===== config.mk =====
export PLATFORM = sky130hd
export DESIGN_NAME = video_timing_gen
export DESIGN_NICKNAME = d
export VERILOG_FILES = /design/src/rtl/video_timing_gen.sv
export SDC_FILE = /design/constraint.sdc
export NUM_CORES = 1
export LEC_CHECK = 0
export CAP_MARGIN = 30
export CORE_MARGIN = 5
export CORE_UTILIZATION = 40
export DETAILED_ROUTE_END_ITERATION = 16
export GPL_TIMING_DRIVEN = 1
export PLACE_DENSITY = 0.61
export SYNTH_ARGS = -nofsm -noshare
export SYNTH_HDL_FRONTEND = slang
export SYNTH_SLANG_ARGS = --single-unit

===== constraint.sdc =====
create_clock -name clk -period 4.4 [get_ports clk]
set_clock_uncertainty 0.15 [all_clocks]
set_input_delay 1.32 -clock clk [delete_from_list [all_inputs] [get_ports clk]]
set_output_delay 1.32 -clock clk [all_outputs]
set_load 0.02 [all_outputs]

===== src/rtl/video_timing_gen.sv =====
// video_timing_gen: parametrised raster timing generator with pixel clock enable,
// per-axis sync polarity, zero-skew registered sync/DE and a delayed sync/DE copy.
module video_timing_gen #(
   parameter int H_DISPLAY  = 640,
   parameter int H_FRONT    = 16,
   parameter int H_SYNC     = 96,
   parameter int H_BACK     = 48,
   parameter int V_DISPLAY  = 480,
   parameter int V_FRONT    = 10,
   parameter int V_SYNC     = 2,
   parameter int V_BACK     = 33,
   parameter bit H_SYNC_POL = 1'b0,
   parameter bit V_SYNC_POL = 1'b0,
   parameter int POS_W      = 11,
   parameter int PIPE_DLY   = 0
) (
   input  logic             clk,
   input  logic             reset,
   input  logic             pix_ce,
   output logic [POS_W-1:0] hpos,
   output logic [POS_W-1:0] vpos,
   output logic             display_on,
   output logic             hsync,
   output logic             vsync,
   output logic             line_start,
   output logic             frame_start,
   output logic             hsync_d,
   output logic             vsync_d,
   output logic             de_d
);
   localparam int H_TOTAL = H_DISPLAY + H_FRONT + H_SYNC + H_BACK;
   localparam int V_TOTAL = V_DISPLAY + V_FRONT + V_SYNC + V_BACK;
   localparam logic [POS_W-1:0] H_LAST = POS_W'(H_TOTAL - 1);
   localparam logic [POS_W-1:0] V_LAST = POS_W'(V_TOTAL - 1);
   localparam logic [POS_W-1:0] H_DE   = POS_W'(H_DISPLAY);
   localparam logic [POS_W-1:0] V_DE   = POS_W'(V_DISPLAY);
   localparam logic [POS_W-1:0] H_SS   = POS_W'(H_DISPLAY + H_FRONT);
   localparam logic [POS_W-1:0] H_SE   = POS_W'(H_DISPLAY + H_FRONT + H_SYNC);
   localparam logic [POS_W-1:0] V_SS   = POS_W'(V_DISPLAY + V_FRONT);
   localparam logic [POS_W-1:0] V_SE   = POS_W'(V_DISPLAY + V_FRONT + V_SYNC);

   logic [POS_W-1:0] w_hn, w_vn;
   logic             w_de_n, w_hs_n, w_vs_n;

   // Syncs and DE are decoded from the next counter values so they land with the counters.
   always_comb begin
      w_hn   = (hpos == H_LAST) ? '0 : hpos + POS_W'(1);
      w_vn   = (hpos != H_LAST) ? vpos : (vpos == V_LAST) ? '0 : vpos + POS_W'(1);
      w_de_n = (w_hn < H_DE) && (w_vn < V_DE);
      w_hs_n = (w_hn >= H_SS && w_hn < H_SE) ? H_SYNC_POL : ~H_SYNC_POL;
      w_vs_n = (w_vn >= V_SS && w_vn < V_SE) ? V_SYNC_POL : ~V_SYNC_POL;
   end

   always_ff @(posedge clk) begin
      if (reset) begin
         hpos        <= H_LAST;
         vpos        <= V_LAST;
         display_on  <= 1'b0;
         hsync       <= ~H_SYNC_POL;
         vsync       <= ~V_SYNC_POL;
         line_start  <= 1'b0;
         frame_start <= 1'b0;
      end else begin
         line_start  <= pix_ce && (w_hn == '0);
         frame_start <= pix_ce && (w_hn == '0) && (w_vn == '0);
         if (pix_ce) begin
            hpos       <= w_hn;
            vpos       <= w_vn;
            display_on <= w_de_n;
            hsync      <= w_hs_n;
            vsync      <= w_vs_n;
         end
      end
   end

   generate
      if (PIPE_DLY == 0) begin : g_nodly
         assign {hsync_d, vsync_d, de_d} = {hsync, vsync, display_on};
      end else begin : g_dly
         logic [2:0] r_pipe [PIPE_DLY];
         always_ff @(posedge clk) begin
            if (reset) begin
               for (int i = 0; i < PIPE_DLY; i++) r_pipe[i] <= {~H_SYNC_POL, ~V_SYNC_POL, 1'b0};
            end else if (pix_ce) begin
               r_pipe[0] <= {hsync, vsync, display_on};
               for (int i = 1; i < PIPE_DLY; i++) r_pipe[i] <= r_pipe[i-1];
            end
         end
         assign {hsync_d, vsync_d, de_d} = r_pipe[PIPE_DLY-1];
      end
   endgenerate
endmodule

Word-level counts from Yosys, hierarchy flattened
Cells that the tools add are included.
{"block": "op_classes", "magnitude_cmp": 6, "muxes": 5, "n_reduce_logical": 7, "eq_ne": 3, "n_addsub": 2}
{"operator": "$mux W11", "n": 3}
{"operator": "$add A11 B1 Y11 const B", "n": 2}
{"operator": "$eq A11 B10 Y1 const B", "n": 2}
{"operator": "$logic_not A11 Y1", "n": 2}
{"operator": "$lt A11 B10 Y1 const B", "n": 2}
{"operator": "$lt A11 B9 Y1 const B", "n": 2}
{"operator": "$ge A11 B10 Y1 const B", "n": 1}
{"operator": "$ge A11 B9 Y1 const B", "n": 1}
{"operator": "$ne A11 B10 Y1 const B", "n": 1}
{"operator": "$logic_and A1 B1 Y1", "n": 5}
{"operator": "$mux W1", "n": 2}
{"block": "word_totals", "out_inout_bits": 30, "regBits": 27, "input_bits": 3}

Depth between registers and ports, before layout
{"block": "logic_depth", "ltp_word": 6, "mapped_depth": 10}

Least setup slack after synthesis
No wires, ideal clock.
{"block": "synth_timing", "path_type": "reg-to-reg", "from": "register hpos[1]", "to": "register vsync", "setup_slack_ns": 1.903, "setup_ns": 0.134, "stages_incl_launch_ff": 9, "synth_period_minus_slack_ns": 2.497, "required_time_ns": 4.116, "n_path_buf": 2, "t_arrival_ns": 2.213, "cell_sequence": "dfxtp_1 ha_1 and4_1 buf_4 nand3_2 buf_6 or3_4 a2111oi_4 a31oi_1"}
{"block": "synth_via", "elab_chain_len": 5, "word_cells_on_any_way": 6, "classes_between": "2 x order compare; 1 x eq/ne; 2 x mux; 1 x reduce/logical"}
{"element": "start: declaration", "line": "20", "text": "output logic [POS_W-1:0] hpos,"}
{"element": "start signal: assignment", "line": "67", "text": "hpos <= w_hn;"}
{"element": "$ne A11 B10 Y1 (*)", "line": "48", "text": "w_vn = (hpos != H_LAST) ? vpos : (vpos == V_LAST) ? '0 : vpos + POS_W'(1);"}
{"element": "$mux W11 (*)", "line": "48"}
{"element": "$ge A11 B9 Y1 / $lt A11 B9 Y1 (equally long branches)", "line": "51", "text": "w_vs_n = (w_vn >= V_SS && w_vn < V_SE) ? V_SYNC_POL : ~V_SYNC_POL;"}
{"element": "$logic_and A1 B1 Y1 (*)", "line": "51"}
{"element": "$mux W1 (*)", "line": "51"}
{"element": "end signal: assignment", "line": "60", "text": "vsync <= ~V_SYNC_POL;"}
{"element": "end signal: assignment", "line": "71", "text": "vsync <= w_vs_n;"}
{"element": "end: declaration", "line": "24", "text": "output logic vsync,"}
Every way passes the cells marked *; elsewhere a longest branch is shown, timed or not.
A chain may end at the register's enable or synchronous reset.

Worst setup path in the final report
{"block": "layout_timing", "from": "input pix_ce", "to": "register frame_start"}
{"block": "layout_via", "elab_chain_len": 2}
{"element": "start: declaration", "line": "19", "text": "input logic pix_ce,"}
{"element": "$logic_and A1 B1 Y1 (2 in series)", "line": "65", "text": "frame_start <= pix_ce && (w_hn == '0) && (w_vn == '0);"}
{"element": "end signal: assignment", "line": "65"}
{"element": "end: declaration", "line": "26", "text": "output logic frame_start,"}
Every way passes these cells.

==> impl_metrics.csv <==
group,metric,value,unit
pwr,p_int,0.4207,mW
synth,ys.flop_type,"dfxtp_1",
timing,period_minus_slack,3.084,ns
worst_hold_path,hold_depth,2,
synth,synth_nets,245,
pwr,p_seq_share,42.8,%
pwr,power.total,0.6730,mW
global_route,grt_overflow,0,
timing,setup_tns,0,ns
clock_network,cts_max_path_buffers,2,
clock_network,numClockSinks,27,
final_layout,multi_input_area,1184,um2
detailed_routing,drtAntennaViolNets,0,
synth,yosys.area_share.adder,2.001,%
synth,synth_compound_area_share,24.02,%
setup_path,rr_endpoint,"vpos[6]$_SDFFE_PP0P_",
final_layout,drive_gt1_share,5.534,%
die,die_w,78.48,um
pwr,pwr-share-clk,22.0,%
clock_network,cts_setup_buffers,0,
pwr,powerDensity,306.0,nW/um2
worst_hold_path,min_path_type,"flip-flop to flip-flop",
global_route,grt_max_degree,27,
final_layout,antenna_cells,0,
worst_hold_path,min_to,"de_d$_SDFFE_PP0P_",
synth,synthMuxAreaShare,0,%
flow_run,cap_viol_max_count,0,
timing,max_slew.worst_pin.slew,0.8534,ns
die,coreArea,4629,um2
detailed_routing,vias,1770,
synth,yosys.area_share.simple,30.09,%
final_layout,fillers,469,
detailed_routing,drc,0,
timing,max_freq,0.3242,GHz
setup_path,reg2reg_from,"hpos[1]$_SDFFE_PP1P_",
synth,synth_seq_cells,27,
clock_network,cts_max_level,1,
synth,synthDistinctLibCells,55,
synth,syn_inst,239,
timing,rsz0062_at_grt,"no",
pwr,swShare,37.50,%
setup_path,crit_arrival,3.16,ns
setup_path,critPathRequiredTime,4.47,ns
clock_network,clock_latency,0.28,ns
timing,hold_violations,0,
global_route,grt_pass1_wl,7679,um
synth,yosysWarnings,0,
placed_design,hpwlAfterDp,3212,um
setup_path,start_kind,"primary input",
detailed_routing,drt_iter0_markers,99,
final_layout,area_growth,17.28,%
timing,slew_headroom,42.37,%
setup_path,critPathMaxFanout,16,
detailed_routing,wl_per_cell,14.65,um
pwr,peakVddDrop,0.0001458,V
synth,synth_edf_count,0,
clock_network,cts_hold_buf,0,
synth,ys_seq_area_share,28.82,%
die,start_util,40.51,%
setup_path,r2r_slack,1.49,ns
final_layout,seq_area,540.5,um2
pwr,combPwrFrac,35.2,%
global_route,antenna_found_initial,0,
detailed_routing,drt_first_pass_iters,4,
clock_network,cts_made_buffers,3,
setup_path,end_kind,"flip-flop",
global_route,grt_pass1_vias,1638,
die,fp.dieArea,6158,um2
clock_network,clk_pin_slew,0.10,ns
pwr,p_leak,0.7903,nW
timing,timing.final.crit_share,70.10,%
placed_design,place_congestion,0.7944,
clock_network,cts_resized,0,
clock_network,cts_tree,"built",
die,rows,25,
global_route,grtUsageTotal,15.22,%
timing,slew_violations,0,
synth,synth-xor-area-share,7.005,%
timing,setup_viol,0,
setup_path,reg2regPathDepth,6,
detailed_routing,drt-total-wl,4499,um
final_layout,nets,260,
synth,synth_area_per_cell,7.847,um2
synth,synth_top_family_by_area,"simple AND/OR/NAND/NOR gates",
pwr,p_sw,0.2524,mW
worst_hold_path,min_from,"de_d$_SDFFE_PP0P_",
placed_design,port_buffers,32,
clock_network,cts_root_buf,"clkbuf_8",
outcome,status,"finished, final reports clean",
die,io_pins,33,
detailed_routing,vias_per_cell,5.765,
synth,synth_area,1876,um2
synth,synthArstFlopShare,0,%
setup_path,critPathKind,"primary input to flip-flop",
die,die_y,78.48,um
## metrics by stage
step,hold slack (ns),cell area [um2],cells,worst slack (ns),utilization [%]
2_1_floorplan,0.3825,1876,239,1.903,-
6_report,0.3215,2200,307,1.316,47.51
4_1_cts,0.3268,2200,307,1.302,47.51
5_1_grt,0.3765,2200,307,1.140,47.51
3_3_place_gp,0.3010,2153,303,1.061,46.51
3_5_place_dp,0.3118,2153,303,0.9995,46.51
## cell type report
type	count	share of cell area [%]
Inverter	5	0.8532
Tap cell	54	3.072
Sequential cell	27	24.57
Multi-Input combinational cell	182	53.81
Clock buffer	3	1.877
Timing Repair Buffer	35	15.59
Clock inverter	1	0.2275
## metal layers
layer / vias to the layer above / routed length, um / track usage, %
li1: 895 / - / -
met2: 44 / 1957 / 23.63
met4: 0 / 90 / 6.294
met3: 9 / 160 / 1.835
met1: 822 / 2290 / 21.24
met5: - / 0 / 0
## kinds of logic (layout without fill, tap and decap cells)
logic type               count (synthesis)  after routing
AND/OR/NAND/NOR                         99             99
AO/OA/AOI/OAI                           65             65
buffers and inverters                   30             44
flip-flops                              27             27
XOR/XNOR                                15             15
adder cells (fa/ha/maj)                  3              3
## worst max-delay path by stage
stage	from	to	slack, ns	depth (start not counted)
floorplan	hpos[1]$_SDFFE_PP1P_	vsync$_SDFFE_PP1P_	1.90	8
global placement	pix_ce	frame_start$_SDFF_PP0_	1.06	6
detailed placement	pix_ce	frame_start$_SDFF_PP0_	1.0	6
CTS	pix_ce	frame_start$_SDFF_PP0_	1.30	6
global route	pix_ce	frame_start$_SDFF_PP0_	1.14	6
finish	pix_ce	frame_start$_SDFF_PP0_	1.32	6
## critical path, cell delays in order
cell and delay [ns]:
clkdlybuf4s50_1 0.81, buf_4 0.25, nand2b_1 0.07, nand2b_1 0.19
nor4b_2 0.28, and4bb_1 0.23
## power groups by stage
stage          combinational (mW)  sequential [mW]  clock, mW
2_1_floorplan               0.178            0.294          0
3_3_place_gp                0.234            0.294          0
3_5_place_dp                0.235            0.294          0
4_1_cts                     0.236            0.288      0.154
5_1_grt                     0.260            0.293      0.161
6_report                    0.237            0.288      0.148
## flip-flops by register name, indices dropped and copies added, names as in the netlist
name	flops
de_d	1
hsync	1
vsync	1
vpos	11
frame_start	1
line_start	1
hpos	11
## Yosys cell counts (all sizes together), types with 6 or more instances
master,n,area share [%]
nand2,21,4.2
clkbuf,10,2.0
nor3,11,3.2
a211o,6,2.8
nand3,8,2.4
and3,8,2.7
dfxtp,27,29
xnor2,8,3.7
nor2,19,3.8
buf,15,5.1
a21oi,14,3.7
a31oi,6,2.0
xor2,7,3.3
o21ai,14,3.7
## layout by cell type, fill, tap and decap left out, drive strengths merged, types with 4 or more instances in the layout
cell,instances
inv,5
nor3,11
xor2,7
nor3b,5
dfxtp,27
o31ai,4
o21ai,14
clkdlybuf4s50,32
a31oi,6
and3,8
nand4,4
a211o,6
a21oi,14
nand2,21
xnor2,8
and2,4
nand3,8
nor2,19
Power figures use the tool's default switching activity.
